$ cat config.mk
export PLATFORM = sky130hd
export DESIGN_NAME = sync_fifo_param
export DESIGN_NICKNAME = d
export VERILOG_FILES = /design/src/rtl/sync_fifo_param.sv
export SDC_FILE = /design/constraint.sdc
export NUM_CORES = 1
export LEC_CHECK = 0
export BUFFER_PORTS_ARGS = -buffer_cell sky130_fd_sc_hd__buf_2
export CAP_MARGIN = 0
export CORE_MARGIN = 10
export CORE_UTILIZATION = 60
export DETAILED_ROUTE_END_ITERATION = 10
export PLACE_DENSITY = 0.85
export SYNTH_ARGS = -nofsm -noshare
export SYNTH_HDL_FRONTEND = slang
export SYNTH_SLANG_ARGS = --single-unit
export TNS_END_PERCENT = 20
$ cat constraint.sdc
create_clock -name clk -period 4.77 [get_ports clk]
set_input_delay 0.7155 -clock clk [delete_from_list [all_inputs] [get_ports clk]]
set_output_delay 0.7155 -clock clk [all_outputs]
set_load 0.02 [all_outputs]
$ cat src/rtl/sync_fifo_param.sv
// Single-clock parametrised FIFO with occupancy count, programmable almost flags,
// overflow/underflow pulses and selectable standard or first-word-fall-through read.
module sync_fifo_param #(
    parameter int unsigned DATA_W    = 32,
    parameter int unsigned DEPTH     = 16,
    parameter int unsigned AF_THRESH = DEPTH - 2,
    parameter int unsigned AE_THRESH = 2,
    parameter bit          FWFT      = 1'b0
) (
    input  logic                     clk,
    input  logic                     rst_n,
    input  logic                     wr_en,
    input  logic [DATA_W-1:0]        data_in,
    input  logic                     rd_en,
    output logic [DATA_W-1:0]        data_out,
    output logic                     full,
    output logic                     empty,
    output logic                     almost_full,
    output logic                     almost_empty,
    output logic [$clog2(DEPTH):0]   count,
    output logic                     overflow,
    output logic                     underflow
);

    localparam int unsigned AW = $clog2(DEPTH);
    localparam int unsigned PW = AW + 1;

    logic [DATA_W-1:0] r_mem [DEPTH];
    logic [PW-1:0]     r_wr_ptr;
    logic [PW-1:0]     r_rd_ptr;
    logic [PW-1:0]     r_count;
    logic [DATA_W-1:0] r_data_out;
    logic              r_overflow;
    logic              r_underflow;

    logic              w_full;
    logic              w_empty;
    logic              w_pop_ok;
    logic              w_push_ok;
    logic [DATA_W-1:0] w_head;

    // Flags come from the registered count only, never from same-cycle requests.
    assign w_full       = (r_count == PW'(DEPTH));
    assign w_empty      = (r_count == PW'(0));
    assign full         = w_full;
    assign empty        = w_empty;
    assign almost_full  = (r_count >= PW'(AF_THRESH));
    assign almost_empty = (r_count <= PW'(AE_THRESH));
    assign count        = r_count;
    assign overflow     = r_overflow;
    assign underflow    = r_underflow;

    // A pop accepted while full frees a slot, so a simultaneous push also proceeds.
    assign w_pop_ok  = rd_en && !w_empty;
    assign w_push_ok = wr_en && (!w_full || w_pop_ok);
    assign w_head    = r_mem[r_rd_ptr[AW-1:0]];

    always_comb begin
        data_out = r_data_out;
        if (FWFT) begin
            data_out = w_empty ? DATA_W'(0) : w_head;
        end
    end

    // Pointers, occupancy, registered read data and error pulses.
    always_ff @(posedge clk) begin
        if (!rst_n) begin
            r_wr_ptr    <= PW'(0);
            r_rd_ptr    <= PW'(0);
            r_count     <= PW'(0);
            r_data_out  <= DATA_W'(0);
            r_overflow  <= 1'b0;
            r_underflow <= 1'b0;
        end else begin
            if (w_push_ok) begin
                r_wr_ptr <= r_wr_ptr + PW'(1);
            end
            if (w_pop_ok) begin
                r_rd_ptr   <= r_rd_ptr + PW'(1);
                r_data_out <= w_head;
            end
            case ({w_push_ok, w_pop_ok})
                2'b10:   r_count <= r_count + PW'(1);
                2'b01:   r_count <= r_count - PW'(1);
                default: r_count <= r_count;
            endcase
            r_overflow  <= wr_en && !w_push_ok;
            r_underflow <= rd_en && !w_pop_ok;
        end
    end

    // Storage is not reset; writes are suppressed during reset.
    always_ff @(posedge clk) begin
        if (rst_n && w_push_ok) begin
            r_mem[r_wr_ptr[AW-1:0]] <= data_in;
        end
    end

endmodule

# After elaboration in Yosys (flattened, before gate mapping)
# Memories as Yosys holds them, arrays and structs flattened. A register that Yosys moved wholly into a read port is not among the register bits.
# Index checks and enable logic that the tools add are counted.
dict set report word_totals {
  reg_bits 17
  latchBits 0
  mem_bits_rw 512
  romBits 0
  inputBits 36
  output_inout_bits 43
  n_memories 1
}
dict set report op_classes {
  add_sub_neg 4
  n_mul 0
  div_mod_pow 0
  magnitude_cmp 2
  eq_ne 3
  shifts 0
  muxes 3
  n_bitwise 0
  n_reduce_logical 13
}
# name words width rd rd_clocked_by_memory_dff write_ports line
set memory_table {}
lappend memory_table {r_mem 16 32 1 1 1 28} ;# logic [DATA_W-1:0] r_mem [DEPTH];
# op n
set ops {}
lappend ops {{adder 5 x 1 -> 5 bit (second input constant)} 3}
lappend ops {{case mux 5 bit (2 select lines)} 1}
lappend ops {{equality test 5 bit (second input constant)} 1}
lappend ops {{>= comparator 5 x 4 -> 1 bit (second input constant)} 1}
lappend ops {{less-or-equal comparator 5 x 2 -> 1 bit (second input constant)} 1}
lappend ops {{logical AND 1 bit} 5}
lappend ops {{logical NOT 1 bit} 5}
lappend ops {{logical NOT 5 bit} 1}
lappend ops {{subtractor 5 x 1 -> 5 bit (second input constant)} 1}
lappend ops {{equality test 2 x 1 -> 1 bit (second input constant)} 1}
lappend ops {{equality test 2 bit (second input constant)} 1}
lappend ops {{2-to-1 mux 1 bit} 2}
lappend ops {{nonzero test 2 bit} 1}
lappend ops {{logical OR 1 bit} 1}

# Longest topological paths before layout
dict set report depth {
  word_depth 8
  ltp_mapped 11
}

# Worst setup path after synthesis
# OpenSTA, ideal clock, no wires.
dict set report synth_timing {
  kind {input port to flip-flop}
  start {input rd_en}
  end {memory r_mem[0][0] (enable)}
  setup_time_ps 461
  arrival_time_ps 3715
  required_time_ps 4309
  path_slack_ps 594
  path_stages 4
  path_cell_list {clkbuf_1 -> nand2b_1 -> o2111ai_1 -> nor3_1}
}
dict set report synth_via {
  elab_chain_cells 6
}
# item line
set synth_rtl {}
lappend synth_rtl {{start: declaration} 14} ;# input logic rd_en,
lappend synth_rtl {{logical AND 1 bit} 54} ;# assign w_pop_ok = rd_en && !w_empty;
lappend synth_rtl {{logical OR 1 bit} 55} ;# assign w_push_ok = wr_en && (!w_full || w_pop_ok);
lappend synth_rtl {{logical AND 1 bit} 55}
lappend synth_rtl {{logical AND 1 bit} 94} ;# if (rst_n && w_push_ok) begin
lappend synth_rtl {{2-to-1 mux 1 bit} 94}
lappend synth_rtl {{2-to-1 mux 1 bit (not written as such)} 95} ;# r_mem[r_wr_ptr[AW-1:0]] <= data_in;
lappend synth_rtl {{end: declaration} 28}
# No other way between the ends.

# Final worst setup path
dict set report layout_timing {
  start {register r_count[1] (netlist: count[1])}
  end {register r_data_out[5] (netlist: data_out[5]), read port of r_mem}
}
dict set report layout_via {
  elab_chain_cells 3
}
# item line
set layout_rtl {}
lappend layout_rtl {{start: declaration} 31} ;# logic [PW-1:0] r_count;
lappend layout_rtl {{start signal: assignment} 83} ;# 2'b10: r_count <= r_count + PW'(1);
lappend layout_rtl {{start signal: assignment} 84} ;# 2'b01: r_count <= r_count - PW'(1);
lappend layout_rtl {{start signal: assignment} 85} ;# default: r_count <= r_count;
lappend layout_rtl {{logical NOT 5 bit} 44} ;# assign w_empty = (r_count == PW'(0));
lappend layout_rtl {{logical NOT 1 bit} 54}
lappend layout_rtl {{logical AND 1 bit} 54}
lappend layout_rtl {{end: declaration} 32} ;# logic [DATA_W-1:0] r_data_out;
# No other way between the ends.
# A chain may end at the register's enable or synchronous reset.

==> impl_metrics.env <==
export IMPL_status="completed"
export IMPL_via_count=10600
export IMPL_cp_required_ns=5.17
export IMPL_crit_type="register to register"
export IMPL_p_leak_nw=7.63
export IMPL_synth_flop_cell="edfxtp_1"
export IMPL_io_buffer_count=78
export IMPL_grt_antenna_before_repair=1
export IMPL_synth_compound_area_share_pct=3.00
export IMPL_synth_edf_count=512
export IMPL_skew_ns=0.0143
export IMPL_crit_path_max_fanout=19
export IMPL_hold_path_class="register to register"
export IMPL_dp_hpwl_um=25700
export IMPL_drtPass1Iterations=5
export IMPL_clock_sinks=559
export IMPL_layout_min_cycle_time_ns=3.34
export IMPL_hold_buffers=0
export IMPL_cp_arrival_ns=3.74
export IMPL_ys_ff_latch=559
export IMPL_final_net_count=1126
export IMPL_mostFrequentLayoutCells="edfxtp_1 (512), mux4_2 (128), buf_2 (78)"
export IMPL_grt_max_degree=82
export IMPL_multiInputGateArea_um2=4960
export IMPL_crit_slowest_cell="or4_1"
export IMPL_start_kind="register"
export IMPL_clock_fmax_mhz=300
export IMPL_synth_top_family_by_area="multiplexers"
export IMPL_wire_per_inst_um=30.2
export IMPL_async_flop_share_pct=0
export IMPL_drive_above_1_share_pct=33.0
export IMPL_syn_area_um2=21500
export IMPL_cts_root_buffer="clkbuf_16"
export IMPL_yosysUniqueCellTypes=46
export IMPL_slew_headroom_pct=20.0
export IMPL_die_w_um=209
export IMPL_initial_core_util_pct=60.7
export IMPL_ys_warn_count=0
export IMPL_worst_pin_slew_ns=1.20
export IMPL_yosys_area_share_xor_xnor_pct=0.163
export IMPL_yosys_area_share_simple_pct=2.08
export IMPL_grt_use_total_pct=21.9
export IMPL_fin_crit_sh_pct=70.0
export IMPL_clock_latency_ns=0.57
export IMPL_core_um2=35500
export IMPL_cts_tree="done"
export IMPL_grt_pass1_vias=11100
export IMPL_fill_cells=2000
export IMPL_cts_setup_buffers=0
export IMPL_finalHoldViolCount=0
export IMPL_avgViaCountPerCell=6.68
export IMPL_yosys_mux_area_fraction_pct=16.7
export IMPL_routed_wl_um=48000
export IMPL_final_setup_tns_ns=0
export IMPL_grt_overflow=0
export IMPL_gp_congestion=0.770
export IMPL_drc=0
export IMPL_syn_inst=982
export IMPL_drv_cap=0
export IMPL_syn_avg_cell_area_um2=21.9
export IMPL_ios=79
export IMPL_die_area_um2=43900
export IMPL_layout_cells_most_common="edfxtp_1"
export IMPL_synth_seq_area_share_pct=75.8
export IMPL_cts_resized=0
export IMPL_area_delta_synth_final_pct=13.3
export IMPL_cts_clk_slew_worst_paths_ns=0.07
export IMPL_powerDensity_nw_per_um2=494
export IMPL_setup_violations=0
export IMPL_fin_area_um2=24400
export IMPL_cpPeakStageDelay_ns=0.77
export IMPL_grt_pass1_wl_um=72700
export IMPL_htreeDepth=2
export IMPL_rsz0062_at_grt="false"
export IMPL_slew_viol_final=0
export IMPL_synthAdderAreaFrac_pct=0.558
export IMPL_seq_area_um2=16300
export IMPL_synth_nets=1027
export IMPL_detail_route_antenna_nets=0
export IMPL_cp_end_kind="register"
export IMPL_worstPathCellList="or4_1 > o21ai_4 > or3_2 > buf_4 > o221ai_2"
export IMPL_dpl_cell_area_um2=22500
export IMPL_clk_path_buf_depth=3
export IMPL_cts_buffers=53
export IMPL_rows=69
export IMPL_first_iter_violations=1127
export IMPL_fp_dieH_um=209
export IMPL_peakVddDrop_uv=509
[cell families after synthesis]
kind of cell,count (synthesis)
flops,559
fa+ha+maj,9
mux,200
xor+xnor,4
buf+inv,65
compound gates,52
simple gates,93
[flip-flops by register name (all words and copies together) (netlist names)]
register	count
r_wr_ptr	4
overflow	1
underflow	1
data_out	32
r_rd_ptr	4
count	5
r_mem	512
[synth_stat cells, drive strengths merged, types with 3 or more instances]
cell	count	area (um2)
buf	26	210
o21ai	4	42.5
edfxtp	512	15400
a21oi	4	20.0
nor2	22	82.6
clkbuf	32	128
mux2i	71	711
dfxtp	47	941
inv	6	22.5
or3	3	18.8
nand2	12	45.0
mux4	128	2880
nand3	35	175
o211ai	3	22.5
ha	8	100
xor2	3	26.3
nor3	6	30.0
nand2b	6	37.5
o221ai	32	468
[cell type report]
type / count / share of cell area [%]
clock inverter: 24 / 1.47
tap: 461 / 2.36
inverter: 7 / 0.108
multi-input combinational: 358 / 20.3
sequential: 559 / 66.9
clock buffer: 76 / 6.29
timing repair buffer: 102 / 2.49
antenna: 1 / 0.0103
[metal layers]
layer	GRT usage [%]	wire [um]
met5	0	0
met4	7.17	1510
met3	4.34	4300
met2	35.9	24100
met1	29.2	18100
[final timing paths]
| kind | from | slack, ns | to | cells after the start |
|---|---|---|---|---|
| max reg2reg | count[1] | 1.43 | data_out[5] | 5 |
| max | count[1] | 1.43 | data_out[5] | 5 |
| min | data_out[31] | 0.49 | data_out[31] | 2 |
| min reg2reg | data_out[31] | 0.49 | data_out[31] | 2 |
[worst max-delay path, delay by kind of cell, from the launching register on]
kind,cells,cell delay (ns)
simple gates,2,1.54
buf+inv,1,0.42
compound gates,2,0.82
flops,1,0.38
[report_power, final]
part	internal [W]	total, W	switching, W
Clock	0.00273	0.00449	0.00177
Combinational	0.000816	0.00188	0.00106
Sequential	0.00550	0.00568	0.000181
[per-stage QoR]
| step | cells | power, W | hold WS [ns] | setup slack (ns) | utilization [%] |
|---|---|---|---|---|---|
| after detailed placement | 1487 | 0.00764 | 0.466 | 1.48 | 63.4 |
| after global placement | 1487 | 0.00760 | 0.467 | 1.60 | 63.4 |
| after floorplan | 982 | 0.00714 | 0.509 | 0.594 | - |
| after CTS | 1587 | 0.0121 | 0.487 | 1.42 | 68.8 |
| after global routing | 1588 | 0.0124 | 0.511 | 1.31 | 68.8 |
| final | 1588 | 0.0121 | 0.487 | 1.43 | 68.8 |
Power figures use the tool's default switching activity.
